<file path="config.mk">
export PLATFORM = sky130hd
export DESIGN_NAME = mem_out_reader
export DESIGN_NICKNAME = d
export VERILOG_FILES = /design/src/rtl/mem_out_reader.sv
export SDC_FILE = /design/constraint.sdc
export NUM_CORES = 2
export LEC_CHECK = 0
export ABC_AREA = 1
export CAP_MARGIN = 30
export CORE_ASPECT_RATIO = 0.7
export CORE_UTILIZATION = 25
export DETAILED_ROUTE_END_ITERATION = 10
export GPL_TIMING_DRIVEN = 0
export PLACE_DENSITY = 0.39
export REMOVE_ABC_BUFFERS = 1
export SYNTH_ARGS = -nofsm -noshare
export SYNTH_HDL_FRONTEND = slang
export SYNTH_SLANG_ARGS = --single-unit
</file>
<file path="constraint.sdc">
create_clock -name clk -period 2.3 [get_ports clk]
set_clock_uncertainty 0.05 [all_clocks]
set_input_delay 0.46 -clock clk [delete_from_list [all_inputs] [get_ports clk]]
set_output_delay 0.46 -clock clk [all_outputs]
set_load 0.03 [all_outputs]
</file>
<file path="src/rtl/mem_out_reader.sv">
// Read-side sweep controller for the mem_out SRAM bank: issues lockstep row reads, buffers rows
// in a 4-entry FIFO and streams them over valid/ready. Optional macro MEM_OUT_READER_BANK_MASK_EN.
module mem_out_reader #(
    parameter int word_len   = 32,
    parameter int sram_addr  = 8,
    parameter int sram_count = 16
) (
    input  logic                            clk,
    input  logic                            resetn,
    input  logic                            start,
    input  logic [sram_addr-1:0]            base_addr,
    input  logic [sram_addr:0]              num_rows,
`ifdef MEM_OUT_READER_BANK_MASK_EN
    input  logic [sram_count-1:0]           bank_en,
`endif
    output logic                            busy,
    output logic                            done,
    output logic [sram_count-1:0]           CEN,
    output logic [sram_count-1:0]           WEN,
    output logic [sram_count*sram_addr-1:0] A,
    input  logic [sram_count*word_len-1:0]  Q,
    output logic [sram_count*word_len-1:0]  out_data,
    output logic                            out_valid,
    input  logic                            out_ready,
    output logic                            out_last
);
    localparam int row_w = sram_count * word_len;
    localparam logic [sram_addr-1:0] addr_one = sram_addr'(1);
    localparam logic [sram_addr:0]   rows_one = (sram_addr + 1)'(1);

    typedef enum logic [1:0] {
        ST_IDLE  = 2'd0,
        ST_READ  = 2'd1,
        ST_DRAIN = 2'd2
    } state_t;

    state_t                          state_q, state_d;
    logic                            busy_q, busy_d;
    logic                            done_q, done_d;
    logic [sram_addr-1:0]            addr_q, addr_d;
    logic [sram_addr:0]              rows_q, rows_d;
    logic [sram_count-1:0]           mask_q, mask_d;
    logic [sram_count-1:0]           cen_q, cen_d;
    logic [sram_count*sram_addr-1:0] a_q, a_d;
    logic                            iss_q, iss_d, iss_last_q, iss_last_d;
    logic                            cap_q, cap_d, cap_last_q, cap_last_d;
    logic [row_w-1:0]                fifo_data_q [4];
    logic [3:0]                      fifo_last_q;
    logic [1:0]                      wr_ptr_q, wr_ptr_d, rd_ptr_q, rd_ptr_d;
    logic [2:0]                      count_q, count_d;
    logic [3:0]                      in_flight_s;
    logic                            issue_s, push_s, pop_s;
    logic [row_w-1:0]                push_data_s;
    logic [sram_count-1:0]           start_mask_s;

`ifdef MEM_OUT_READER_BANK_MASK_EN
    assign start_mask_s = bank_en;
`else
    assign start_mask_s = {sram_count{1'b1}};
`endif

    // Credit check: rows buffered plus reads in the SRAM pipe; a same-cycle pop is not counted.
    always_comb begin
        in_flight_s = {1'b0, count_q} + {3'b000, iss_q} + {3'b000, cap_q};
        issue_s     = (state_q == ST_READ) && (in_flight_s < 4'd4);
        pop_s       = (count_q != 3'd0) && out_ready;
        push_s      = cap_q;
    end

    // Captured row with disabled banks forced to zero.
    always_comb begin
        push_data_s = {row_w{1'b0}};
        for (int k = 0; k < sram_count; k++) begin
            if (mask_q[k]) begin
                push_data_s[k*word_len +: word_len] = Q[k*word_len +: word_len];
            end else begin
                push_data_s[k*word_len +: word_len] = {word_len{1'b0}};
            end
        end
    end

    // Sweep FSM, SRAM request generation, read pipeline and FIFO pointers.
    always_comb begin
        state_d    = state_q;
        busy_d     = busy_q;
        done_d     = 1'b0;
        addr_d     = addr_q;
        rows_d     = rows_q;
        mask_d     = mask_q;
        cen_d      = {sram_count{1'b1}};
        a_d        = a_q;
        iss_d      = 1'b0;
        iss_last_d = 1'b0;
        cap_d      = iss_q;
        cap_last_d = iss_last_q;
        wr_ptr_d   = push_s ? wr_ptr_q + 2'd1 : wr_ptr_q;
        rd_ptr_d   = pop_s ? rd_ptr_q + 2'd1 : rd_ptr_q;
        count_d    = count_q + {2'b00, push_s} - {2'b00, pop_s};
        case (state_q)
            ST_IDLE: begin
                if (start) begin
                    if (num_rows != {(sram_addr + 1){1'b0}}) begin
                        state_d = ST_READ;
                        busy_d  = 1'b1;
                        addr_d  = base_addr;
                        rows_d  = num_rows;
                        mask_d  = start_mask_s;
                    end else begin
                        done_d = 1'b1;
                    end
                end else begin
                    state_d = ST_IDLE;
                end
            end
            ST_READ: begin
                if (issue_s) begin
                    cen_d  = ~mask_q;
                    a_d    = {sram_count{addr_q}};
                    iss_d  = 1'b1;
                    addr_d = addr_q + addr_one;
                    rows_d = rows_q - rows_one;
                    if (rows_q == rows_one) begin
                        iss_last_d = 1'b1;
                        state_d    = ST_DRAIN;
                    end else begin
                        state_d = ST_READ;
                    end
                end else begin
                    state_d = ST_READ;
                end
            end
            ST_DRAIN: begin
                // The last-tagged row is always the final one to leave the FIFO.
                if (pop_s && fifo_last_q[rd_ptr_q]) begin
                    state_d = ST_IDLE;
                    busy_d  = 1'b0;
                    done_d  = 1'b1;
                end else begin
                    state_d = ST_DRAIN;
                end
            end
            default: begin
                state_d = ST_IDLE;
                busy_d  = 1'b0;
            end
        endcase
    end

    // Control, SRAM request and pipeline registers.
    always_ff @(posedge clk or negedge resetn) begin
        if (!resetn) begin
            state_q    <= ST_IDLE;
            busy_q     <= 1'b0;
            done_q     <= 1'b0;
            addr_q     <= {sram_addr{1'b0}};
            rows_q     <= {(sram_addr + 1){1'b0}};
            mask_q     <= {sram_count{1'b0}};
            cen_q      <= {sram_count{1'b1}};
            a_q        <= {(sram_count * sram_addr){1'b0}};
            iss_q      <= 1'b0;
            iss_last_q <= 1'b0;
            cap_q      <= 1'b0;
            cap_last_q <= 1'b0;
            wr_ptr_q   <= 2'd0;
            rd_ptr_q   <= 2'd0;
            count_q    <= 3'd0;
        end else begin
            state_q    <= state_d;
            busy_q     <= busy_d;
            done_q     <= done_d;
            addr_q     <= addr_d;
            rows_q     <= rows_d;
            mask_q     <= mask_d;
            cen_q      <= cen_d;
            a_q        <= a_d;
            iss_q      <= iss_d;
            iss_last_q <= iss_last_d;
            cap_q      <= cap_d;
            cap_last_q <= cap_last_d;
            wr_ptr_q   <= wr_ptr_d;
            rd_ptr_q   <= rd_ptr_d;
            count_q    <= count_d;
        end
    end

    // FIFO storage.
    always_ff @(posedge clk or negedge resetn) begin
        if (!resetn) begin
            for (int i = 0; i < 4; i++) begin
                fifo_data_q[i] <= {row_w{1'b0}};
            end
            fifo_last_q <= 4'b0000;
        end else if (push_s) begin
            fifo_data_q[wr_ptr_q] <= push_data_s;
            fifo_last_q[wr_ptr_q] <= cap_last_q;
        end
    end

    assign busy      = busy_q;
    assign done      = done_q;
    assign CEN       = cen_q;
    assign WEN       = {sram_count{1'b1}};
    assign A         = a_q;
    assign out_valid = (count_q != 3'd0);
    assign out_data  = out_valid ? fifo_data_q[rd_ptr_q] : {row_w{1'b0}};
    assign out_last  = out_valid & fifo_last_q[rd_ptr_q];

endmodule

</file>
==> metrics <==
post-DR wirelength/cell=about 25 um; Place WS=-2.89 ns; Yosys cell types=27; Max Root-Sink Buffers=4; CP Class=reg -> out; fillers=38.4k; post-route setup slack=-1.67 ns; Die Area=~0.38 sq mm; cell area after layout=roughly 0.13 sq mm; sw frac=0.473; first-pass GRT wire length=around 580 mm; maximum fanout along the worst path=12; routability cong.=0.748; P_int=129 mW; Worst-Margin Slew=0.990 ns; # rows=187; sequential share of power=0.267; Yosys reg bits=between 2k and 2.5k; Max VDD drop=1.00 mV; Lkg Pwr=a little under 60 nW; Relative slew margins=0.340; total grt overflow=0; Final min period=3.97 ns; Synth warnings=0; number of global-route vias before repair=between 80k and 90k; H-Tree Depth=4; syn avg cell area=8.08 sq um; Max Cap Viol=0; Top Ports=1209; Worst setup SP type=flip-flop; status=complete, but fails checks; R2R depth=10; fin crit share=1.73; number of port buffers=1192; Overall Global Routing Usage=0.203; DR iter-0 viols=7498; Initial Util=0.252; # DRC=0; WHS=-0.328 ns; largest net degree at the start of global routing=around 170; Die Span Y=~510 um; area grow syn2layout=36.2%; clock share of power=0.159; Worst Path Required=1.79 ns; hpwl dp=225 mm; Seq/Total Area, Yosys=0.558; Sink Count=2094; critical path arrival=3.46 ns; CTS tree=done; antenna-violating nets left=0; pwr dens=1910 mW/mm^2; violated checks=negative hold slack, negative setup slack; Worst-path clk slew=0.06 ns; CTS Buf Count=approximately 240; mean number of vias per cell=4.89; DRT Pass-1 Iters=6; Die X=735 um; DR vias=87.3k; end of the critical path=out_data[83]; RSZ-0062 raised after global routing=yes; Clock Root Buffer=clkbuf_16; Switch Pwr=116 mW; Final Power=roughly 240 mW; WL final=439 mm; Hold Crit Class=in -> async; initial antenna violation count=142; Final Max Slew Viols=0; Placed Area=0.111 sq mm; critical path endpoint category=primary output; CP startpoint=count_q[0]$_DFF_PN0_; Final nets=about 13k; R2R Path Start=wr_ptr_q[0]$_DFFE_PN0P_; final setup violation count=a little over 2k; fin util=0.344; Worst-Skew Late Latency=0.90 ns; FF-to-FF setup slack=-1.51 ns; Fin. Hold Viols=477; fraction of layout cells with a size suffix above 1=0.112; fmax=252 MHz; RR Endpoint=fifo_data_q[663]$_DFFE_PN0P_; Combinational Power Share=0.575; core area=0.372 sq mm; Post-Synthesis Cells=11.6k; mapped cell area=0.0939 sq mm
-- cell families (layout without fill, tap and decap cells) --
logic type,Yosys count,count (layout),share of synthesized area
xor+xnor,4,4,0.000373
fa+ha+maj,12,12,0.00168
compound gates,3624,3624,0.193
buf+inv,1110,2282,0.0554
simple gates,4771,4777,0.191
other cells,1,45,0.0000399
flops,2094,2094,0.558
-- layout by cell type, fill, tap and decap left out, types with 9 or more instances in the layout --
cell,synthesis,routed
o21ai_0,1567,1526
dlygate4sd2_1,0,162
clkbuf_8,0,63
o21ai_2,0,33
clkdlybuf4s50_1,0,700
ha_1,11,9
clkdlybuf4s15_1,0,17
clkbuf_1,532,63
buf_16,0,183
nand3_1,23,23
diode_2,0,29
nor2_1,2071,2058
bufbuf_16,0,35
dlymetal6s2s_1,0,10
a21oi_4,0,52
inv_1,40,39
conb_1,1,16
clkbuf_16,0,329
bufinv_16,0,12
dfrtp_1,2093,2088
buf_12,0,81
nand2_1,2665,2662
a21oi_1,514,427
buf_4,178,228
buf_6,1,122
a21oi_2,0,35
clkinv_2,0,30
buf_2,289,40
o21ai_1,1541,1548
clkdlybuf4s15_2,0,106
buf_8,0,18
clkbuf_2,0,13
-- registers in the layout, indices dropped and copies added, names as in the netlist, 2 cells and up --
name / flops
A: 8
addr_q: 8
count_q: 3
fifo_data_q: 2048
fifo_last_q: 4
rd_ptr_q: 2
rows_q: 9
state_q: 2
wr_ptr_q: 2
-- power by group through the flow --
stage               Clock (mW)  Sequential [mW]  Combinational, mW
global route              41.5             67.5                151
detailed placement           0             65.8                121
global placement             0             53.7               34.4
floorplan                    0             64.9               35.0
CTS                       40.1             65.1                131
finish                    38.9             65.2                141
-- how the worst min path moves through the flow --
stage	slack [ns]	depth (start not counted)	end
floorplan	0.11	0	A[119]$_DFFE_PN0P_
global placement	0.29	0	cap_last_q$_DFF_PN0_
detailed placement	0.29	0	cap_last_q$_DFF_PN0_
CTS	-0.50	1	fifo_data_q[1803]$_DFFE_PN0P_
global route	-0.41	2	fifo_data_q[714]$_DFFE_PN0P_
finish	-0.33	2	fifo_data_q[929]$_DFFE_PN0P_
-- routing by layer --
layer,routed length [um],share of wire,vias up,GRT usage
met5,422,0.00096,-,0
met4,11600,0.026,68,0.0531
met3,29000,0.066,653,0.0436
met2,199000,0.45,2922,0.327
met1,198000,0.45,43465,0.277
li1,-,-,40161,-
-- metrics by stage --
step | instances | TNS (ns)
2_1_floorplan | 10565 | -
3_3_place_gp | 16765 | -
3_5_place_dp | 16942 | -4582.58
4_1_cts | 17570 | -3028.76
5_1_grt | 17838 | -1893.28
6_report | 17846 | -1517.09
-- Yosys cell counts (all sizes together) --
master,n,area [sq um]
o21ai,3108,15600
nand2,2667,10000
dfrtp,2093,52400
nor2,2071,7770
buf,534,3040
clkbuf,532,2000
a21oi,514,2570
inv,44,165
nand3,23,115
ha,11,138
nand4,3,18.8
nor3,3,15.0
or2,3,18.8
xor2,3,26.3
a31oi,1,6.26
conb,1,3.75
dfstp,1,26.3
fa,1,20.0
nand3b,1,7.51
o21bai,1,7.51
xnor2,1,8.76
-- timing repair --
| action | in CTS | in global routing |
|---|---|---|
| pin swaps | 39 | 15 |
| endpoints found under the setup margin | 3254 | 3412 |
| resized for setup | 1571 | 611 |
| cloned | 101 | 105 |
| endpoints found under the hold margin | 157 | 217 |
| buffers inserted | 108 | 133 |
-- cell type report --
type | instances | area, sq um | share of cell area
well taps | 5008 | 6270 | 0.0490
flip-flops and latches | 2094 | 52400 | 0.410
diodes | 29 | 72.6 | 0.000567
clock buffers | 365 | 7080 | 0.0554
clock inverters | 54 | 686 | 0.00536
inverters | 44 | 198 | 0.00155
repair inverters | 3 | 55.1 | 0.000430
repair buffers | 1816 | 23700 | 0.185
multi-input cells | 8433 | 37400 | 0.293
-- critical path, cell delays in order, from the launching register on --
cell and delay [ns]:
dfrtp_1 0.41, nor3_4 0.07, buf_6 0.13, buf_8 0.12, buf_8 0.12, buf_8 0.12
buf_12 0.12, buf_12 0.12, buf_12 0.12, buf_12 0.12, buf_12 0.11, buf_12 0.13
buf_16 0.14, buf_12 0.14, buf_12 0.14, buf_12 0.15, a21oi_2 0.12, buf_6 0.14
(Power assumes the default switching activity.)
